<file path="src/rtl/cpu_imm_pkg.sv">
// Shared RV32I definitions: immediate-format codes, opcodes and the encoder request struct.
// Used by the immediate encoder and the immediate generator.
package cpu_imm_pkg;

  localparam logic [2:0] IMM_I = 3'b000;
  localparam logic [2:0] IMM_S = 3'b001;
  localparam logic [2:0] IMM_B = 3'b010;
  localparam logic [2:0] IMM_U = 3'b011;
  localparam logic [2:0] IMM_J = 3'b100;
  localparam logic [2:0] IMM_R = 3'b101;

  localparam logic [6:0] OPC_LOAD   = 7'h03;
  localparam logic [6:0] OPC_OP_IMM = 7'h13;
  localparam logic [6:0] OPC_AUIPC  = 7'h17;
  localparam logic [6:0] OPC_STORE  = 7'h23;
  localparam logic [6:0] OPC_OP     = 7'h33;
  localparam logic [6:0] OPC_LUI    = 7'h37;
  localparam logic [6:0] OPC_BRANCH = 7'h63;
  localparam logic [6:0] OPC_JALR   = 7'h67;
  localparam logic [6:0] OPC_JAL    = 7'h6F;

  localparam int ENC_STAGES = 2;

  typedef struct packed {
    logic [2:0]  imm_type;
    logic [6:0]  opcode;
    logic [4:0]  rd;
    logic [4:0]  rs1;
    logic [4:0]  rs2;
    logic [2:0]  funct3;
    logic [6:0]  funct7;
    logic [31:0] imm;
  } imm_req_t;

endpackage

</file>
<file path="src/rtl/imm_field_packer.sv">
// Combinational RV32I field packer with encodability check.
// Range/alignment checks are enabled by ENCODER_RANGE_CHECK_EN.
module imm_field_packer
  import cpu_imm_pkg::*;
(
  input  imm_req_t    req,
  output logic [31:0] instr,
  output logic        err
);

`ifdef ENCODER_RANGE_CHECK_EN
  localparam logic RANGE_CHECK = 1'b1;
`else
  localparam logic RANGE_CHECK = 1'b0;
`endif

  logic        type_bad;
  logic        range_bad;
  logic [31:0] imm;

  assign imm = req.imm;

  always_comb begin
    instr     = '0;
    type_bad  = 1'b0;
    range_bad = 1'b0;
    unique case (req.imm_type)
      IMM_I: begin
        instr     = {imm[11:0], req.rs1, req.funct3, req.rd, req.opcode};
        range_bad = !((&imm[31:11]) || !(|imm[31:11]));
      end
      IMM_S: begin
        instr     = {imm[11:5], req.rs2, req.rs1, req.funct3, imm[4:0], req.opcode};
        range_bad = !((&imm[31:11]) || !(|imm[31:11]));
      end
      IMM_B: begin
        instr     = {imm[12], imm[10:5], req.rs2, req.rs1, req.funct3,
                     imm[4:1], imm[11], req.opcode};
        range_bad = !((&imm[31:12]) || !(|imm[31:12])) || imm[0];
      end
      IMM_U: begin
        instr     = {imm[31:12], req.rd, req.opcode};
        range_bad = |imm[11:0];
      end
      IMM_J: begin
        instr     = {imm[20], imm[10:1], imm[11], imm[19:12], req.rd, req.opcode};
        range_bad = !((&imm[31:20]) || !(|imm[31:20])) || imm[0];
      end
      IMM_R: begin
        instr = {req.funct7, req.rs2, req.rs1, req.funct3, req.rd, req.opcode};
      end
      default: type_bad = 1'b1;
    endcase
  end

  // A failing word still goes out with truncated fields; only the flag changes.
  assign err = type_bad | (RANGE_CHECK & range_bad);

endmodule

</file>
<file path="src/rtl/immediate_encoder.sv">
// Two-stage valid/ready RV32I instruction assembler with saturating error counter.
// Optional immediate range checking: define ENCODER_RANGE_CHECK_EN.
module immediate_encoder
  import cpu_imm_pkg::*;
#(
  parameter int ERR_CNT_W = 16
) (
  input  logic                 clk,
  input  logic                 rst,
  input  logic                 in_valid,
  output logic                 in_ready,
  input  logic [2:0]           in_imm_type,
  input  logic [6:0]           in_opcode,
  input  logic [4:0]           in_rd,
  input  logic [4:0]           in_rs1,
  input  logic [4:0]           in_rs2,
  input  logic [2:0]           in_funct3,
  input  logic [6:0]           in_funct7,
  input  logic [31:0]          in_imm,
  output logic                 out_valid,
  input  logic                 out_ready,
  output logic [31:0]          out_instr,
  output logic                 out_err,
  output logic [ERR_CNT_W-1:0] err_count
);

  imm_req_t                req;
  logic [31:0]             pk_instr;
  logic                    pk_err;
  logic [ENC_STAGES:1]     vld_pipe;
  logic [31:0]             s1_instr;
  logic                    s1_err;
  logic                    s2_ld;
  logic                    s1_ld;

  assign req = '{imm_type: in_imm_type, opcode: in_opcode, rd: in_rd, rs1: in_rs1,
                 rs2: in_rs2, funct3: in_funct3, funct7: in_funct7, imm: in_imm};

  imm_field_packer u_pack (
    .req   (req),
    .instr (pk_instr),
    .err   (pk_err)
  );

  // Each stage loads when empty or when the stage after it drains this cycle.
  assign s2_ld     = !vld_pipe[2] || out_ready;
  assign s1_ld     = !vld_pipe[1] || s2_ld;
  assign in_ready  = s1_ld;
  assign out_valid = vld_pipe[2];

  always_ff @(posedge clk or posedge rst) begin
    if (rst) begin
      vld_pipe  <= '0;
      s1_instr  <= '0;
      s1_err    <= 1'b0;
      out_instr <= '0;
      out_err   <= 1'b0;
    end else begin
      if (s2_ld) begin
        vld_pipe[2] <= vld_pipe[1];
        if (vld_pipe[1]) begin
          out_instr <= s1_instr;
          out_err   <= s1_err;
        end
      end
      if (s1_ld) begin
        vld_pipe[1] <= in_valid;
        if (in_valid) begin
          s1_instr <= pk_instr;
          s1_err   <= pk_err;
        end
      end
    end
  end

  always_ff @(posedge clk or posedge rst) begin
    if (rst)
      err_count <= '0;
    else if (out_valid && out_ready && out_err && !(&err_count))
      err_count <= err_count + 1'b1;
  end

endmodule

</file>
<file path="config.mk">
export PLATFORM = sky130hd
export DESIGN_NAME = immediate_encoder
export DESIGN_NICKNAME = d
export VERILOG_FILES = /design/src/rtl/cpu_imm_pkg.sv /design/src/rtl/imm_field_packer.sv /design/src/rtl/immediate_encoder.sv
export SDC_FILE = /design/constraint.sdc
export NUM_CORES = 1
export LEC_CHECK = 0
export BUFFER_PORTS_ARGS = -buffer_cell sky130_fd_sc_hd__buf_2
export CELL_PAD_IN_SITES_DETAIL_PLACEMENT = 1
export CELL_PAD_IN_SITES_GLOBAL_PLACEMENT = 1
export CORE_MARGIN = 1.5
export CORE_UTILIZATION = 36
export DETAILED_ROUTE_END_ITERATION = 6
export GPL_ROUTABILITY_DRIVEN = 0
export GPL_TIMING_DRIVEN = 0
export PLACE_DENSITY_LB_ADDON = 0.1
export RECOVER_POWER = 100
export SYNTH_ARGS = -nofsm -noshare
export SYNTH_HDL_FRONTEND = slang
export SYNTH_SLANG_ARGS = --single-unit
</file>
<file path="constraint.sdc">
create_clock -name clk -period 2.71 [get_ports clk]
set_input_delay 0.4065 -clock clk [delete_from_list [all_inputs] [get_ports clk]]
set_output_delay 0.4065 -clock clk [all_outputs]
set_load 0.02 [all_outputs]
</file>
### Yosys cells after proc, flatten, opt, wreduce, memory -nomap -nowiden

Index checks and enable logic that the tools add are counted.

* mux-type cells: 2
* equal/unequal tests: 5
* reductions and logical operators: 13
* add/sub/neg operators: 1

Operator list (count)
* one-hot mux 32 bit (6 select lines): 1
* adder 16 x 1 -> 16 bit, second input constant: 1
* AND reduction 16 bit: 1
* == test 3 x 2 -> 1 bit, second input constant: 2
* == test 3 bit, second input constant: 2
* OR reduction 6 bit: 1
* AND reduction 2 bit: 2
* == test 3 x 1 -> 1 bit, second input constant: 1
* logical AND 1 bit: 3
* zero test 1 bit: 3
* zero test 3 bit: 1
* logical OR 1 bit: 2
* two-way mux 1 bit: 1

* output and inout bits: 51
* bits of input ports: 71
* register bits after elaboration: 84
* logic and storage cells: 28

### Logic depth before layout (Yosys ltp)

* depth in word-level cells: 4
* gate-level depth with buffers: 7

### Modules after synthesis

A second synthesis with hierarchy kept.

* cell total of the unflattened synthesis: 356
* area total of the unflattened synthesis: 4286.6 um2

Modules (own cells, without submodules)
* immediate_encoder: instances 1, area an instance 3377.0 um2, cells an instance 226
* imm_field_packer: instances 1, area an instance 909.6 um2, cells an instance 130

### Worst setup path before layout

Ideal clock, no wire load.

* path type: reg-to-reg
* start point: reg err_count[0]
* end point: reg err_count[1]
* required time: 2.585 ns
* path slack: 0.896 ns
* arrival: 1.689 ns
* library setup time: 0.125 ns
* stages on the path, launching flop included: 7
* cell sequence: dfrtp_1 -> ha_1 -> nand4_4 -> and4b_1 -> buf_4 -> nor2_2 -> mux2_2

* cells in the longest elaborated chain, start to end: 3
* elaborated cells on any way between the ends: 4
* classes of those cells: add/sub (1); reduce/logical (3)

Ends and longest elaborated chain
* start: declaration: line immediate_encoder.sv:24 `output logic [ERR_CNT_W-1:0] err_count`
* start signal: assignment: line immediate_encoder.sv:80 `err_count <= err_count + 1'b1;`
* parallel branches: the longest is 3 deep, another holds adder 16 x 1 -> 16 bit

Several ways; the timed one is not identified.
A chain may end at the register's enable or synchronous reset.

### Worst setup path after layout

* start point: reg vld_pipe[2] (netlist name)
* end point: reg s1_instr[0]

* cells in the longest elaborated chain, start to end: 4

Ends and longest elaborated chain
* start: declaration: line immediate_encoder.sv:30 `logic [ENC_STAGES:1] vld_pipe;`
* zero test 1 bit: line immediate_encoder.sv:46 `assign s2_ld = !vld_pipe[2] || out_ready;`
* logical OR 1 bit: line immediate_encoder.sv:46
* logical OR 1 bit: line immediate_encoder.sv:47 `assign s1_ld = !vld_pipe[1] || s2_ld;`
* AND reduction 2 bit (no line)
* end signal: assignment: line immediate_encoder.sv:69 `s1_instr <= pk_instr;`
* end: declaration: line immediate_encoder.sv:31 `logic [31:0] s1_instr;`

No other way between the ends.

==> impl_metrics.env <==
export IMPL_h_tree_depth=3
export IMPL_track_usage_pct=19.4
export IMPL_clockBufferDepth=2
export IMPL_grt_pass1_vias=3433
export IMPL_cp_required_ns=2.99
export IMPL_setup_tns_ns=0
export IMPL_fin_crit_sh_pct=76.5
export IMPL_ys_ff_latch=84
export IMPL_critical_path_peak_fanout=10
export IMPL_vias=3266
export IMPL_hold_viol=0
export IMPL_syn_nets=404
export IMPL_first_iter_violations=125
export IMPL_grt_max_degree=44
export IMPL_yosysMostFrequentCell="dfrtp_1"
export IMPL_violations="capacitance limit, slew limit"
export IMPL_diodes=0
export IMPL_combPwrFrac_pct=26.3
export IMPL_hold_buffers=0
export IMPL_setup_viol=0
export IMPL_io_pins=122
export IMPL_switching_share_pct=34.6
export IMPL_power_frac_clock_pct=25.0
export IMPL_via_per_inst=5.38
export IMPL_drive_gt1_share_pct=30.8
export IMPL_p_sw_w=0.00116
export IMPL_tritoncts="yes"
export IMPL_start_util_pct=36.8
export IMPL_die_area_mm2=0.0117
export IMPL_synth_common_cells="dfrtp_1, mux2_2, a22o_1, nor2_1, a221oi_1"
export IMPL_p_leak_nw=2.20
export IMPL_worstSetupEndpointType="flop"
export IMPL_worstSkewPairLatency_ns=0.35
export IMPL_syn2layout_area_growth_pct=21.5
export IMPL_cts_resized=0
export IMPL_fin_hold_ws_ns=0.273
export IMPL_synth_largest_area_cell="dfrtp_1"
export IMPL_rows=38
export IMPL_fin_nets=534
export IMPL_yosysWarnings=0
export IMPL_synth_cell_types=47
export IMPL_relSlewSlack_pct=-30.5
export IMPL_ir_drop_mv=0.246
export IMPL_seq_power_share_pct=48.8
export IMPL_power_per_cell_area_mw_per_mm2=694
export IMPL_r2r_slack_ns=0.64
export IMPL_hold_class="primary input to flop"
export IMPL_wirelength_um=10900
export IMPL_grt_ovfl_total=0
export IMPL_post_route_min_period_ns=2.07
export IMPL_crit_arrival_ns=2.36
export IMPL_syn_inst=332
export IMPL_final_util_pct=44.8
export IMPL_antenna_found_initial=0
export IMPL_p_int_w=0.00220
export IMPL_cts_setup_buffers=0
export IMPL_synth_area_leaders="dfrtp_1, mux2_2, a22o_1"
export IMPL_clock_skew_ns=0.0145
export IMPL_cp_start_kind="flop"
export IMPL_syn_area_mm2=0.00399
export IMPL_root_buffer="clkbuf_8"
export IMPL_rsz0062_at_grt="no"
export IMPL_drc=0
export IMPL_cts_sinks=84
export IMPL_core_area_mm2=0.0108
export IMPL_worst_setup_path_type="flop to flop"
export IMPL_worstMarginPinSlew_ns=1.95
export IMPL_timing_final_ws_setup_ns=0.637
export IMPL_drv_slew=43
export IMPL_die_w_um=108
export IMPL_yosysSeqAreaShare_pct=52.6
export IMPL_syn_avg_cell_area_um2=12.0
export IMPL_wire_per_inst_um=17.9
export IMPL_die_h_um=108
export IMPL_async_reset_ff_share_pct=100
export IMPL_grt_pass1_wl_um=17500
export IMPL_cap_violations=1
export IMPL_cts_clk_slew_worst_paths_ns=0.09
export IMPL_status="complete, but fails checks"
export IMPL_finalPower_w=0.00337
export IMPL_synth_edff_count=0
export IMPL_synth_flop_cell="dfrtp_1"
export IMPL_numCtsBuffers=9
export IMPL_firstDrtPassIters=4
export IMPL_port_buffers=118
export IMPL_ant_nets=0
export IMPL_pre_cts_ws_ns=0.877
export IMPL_place_hpwl_um=7970
export IMPL_max_freq_ghz=0.482
export IMPL_synthDominantCellAreaShare_pct=52.6
-- cell families (layout without fill, tap and decap cells) --
kind of cell	Yosys count	after routing	synth area share [%]
compound gates	99	99	18.7
fa+ha+maj	1	1	0.313
simple gates	62	62	9.52
xor+xnor	10	10	2.19
buf+inv	29	164	3.51
mux	47	47	13.1
flops	84	84	52.6
-- through the flow --
| step | std cells | area (µm²) |
|---|---|---|
| after detailed placement | 591 | 4790 |
| after floorplan | 332 | 3990 |
| final | 607 | 4850 |
| after CTS | 607 | 4970 |
| after global placement | 590 | 4760 |
| after global routing | 607 | 4850 |
-- critical path, cell delays in order (launching register included) --
cell and delay [ns]:
dfrtp_1 0.46, nand3b_1 0.17, nand2_1 0.20, clkbuf_1 0.41
clkbuf_1 0.53, a22o_1 0.23
-- path summary, 6_finish.rpt --
check                        startpoint            to  depth (start not counted)
min in group asynchronous           rst   s1_instr[5]                          2
setup reg to reg            vld_pipe[2]   s1_instr[0]                          5
hold / removal                 in_valid   vld_pipe[1]                          2
max in group asynchronous           rst  s1_instr[28]                          2
hold reg to reg            s1_instr[13]  s1_instr[13]                          1
setup / recovery            vld_pipe[2]   s1_instr[0]                          5
-- state kept, by name, indices dropped and copies added (netlist names) --
register   cells
s1_err         1
s1_instr      32
err_count     16
out_err        1
out_instr     32
vld_pipe       2
-- layout make-up --
class / instances / area, µm²
Fill cell: 1250 / 5990
Sequential cell: 84 / 2100
Multi-Input combinational cell: 219 / 1710
Timing Repair Buffer: 119 / 554
Tap cell: 140 / 175
Clock buffer: 10 / 138
Buffer: 25 / 114
Clock inverter: 6 / 46.3
Inverter: 4 / 16.3
-- power groups by stage --
stage | Combinational [W] | Sequential (W) | Clock (W)
2_1_floorplan | 0.000411 | 0.00185 | 0
3_3_place_gp | 0.000928 | 0.00166 | 0
3_5_place_dp | 0.000956 | 0.00167 | 0
4_1_cts | 0.000958 | 0.00165 | 0.000877
5_1_grt | 0.000969 | 0.00168 | 0.000925
6_report | 0.000884 | 0.00164 | 0.000841
-- cell usage in the layout (no fill, tap or decap), types with 2 or more instances in the layout --
| cell | count |
|---|---|
| dfrtp_1 | 84 |
| buf_2 | 77 |
| clkbuf_1 | 64 |
| mux2_2 | 43 |
| a22o_1 | 23 |
| nor2_1 | 20 |
| a221oi_1 | 17 |
| a21oi_1 | 14 |
| a22oi_1 | 12 |
| clkbuf_8 | 10 |
| nand2_1 | 8 |
| a211oi_1 | 7 |
| a21o_1 | 7 |
| nand3_1 | 6 |
| o22ai_1 | 6 |
| xnor2_1 | 5 |
| xor2_1 | 5 |
| nor3_1 | 4 |
| o21ai_0 | 4 |
| nand2b_1 | 4 |
| nor2b_1 | 4 |
| mux2i_1 | 4 |
| nand4_1 | 3 |
| nor4_1 | 3 |
| and4_1 | 2 |
| o211ai_1 | 2 |
| o21a_1 | 2 |
| buf_4 | 2 |
| a32o_1 | 2 |
| inv_6 | 2 |
| clkinvlp_4 | 2 |
-- routing by layer --
layer / vias to the layer above / global-route usage (%) / share of wire [%]
met5: - / 0 / 0
met2: 85 / 31.9 / 49
met4: 0 / 5.73 / 0.39
met1: 1656 / 26.3 / 47
li1: 1523 / - / -
met3: 2 / 3.07 / 3.8
Note: power is estimated with default switching activity, not from simulation.
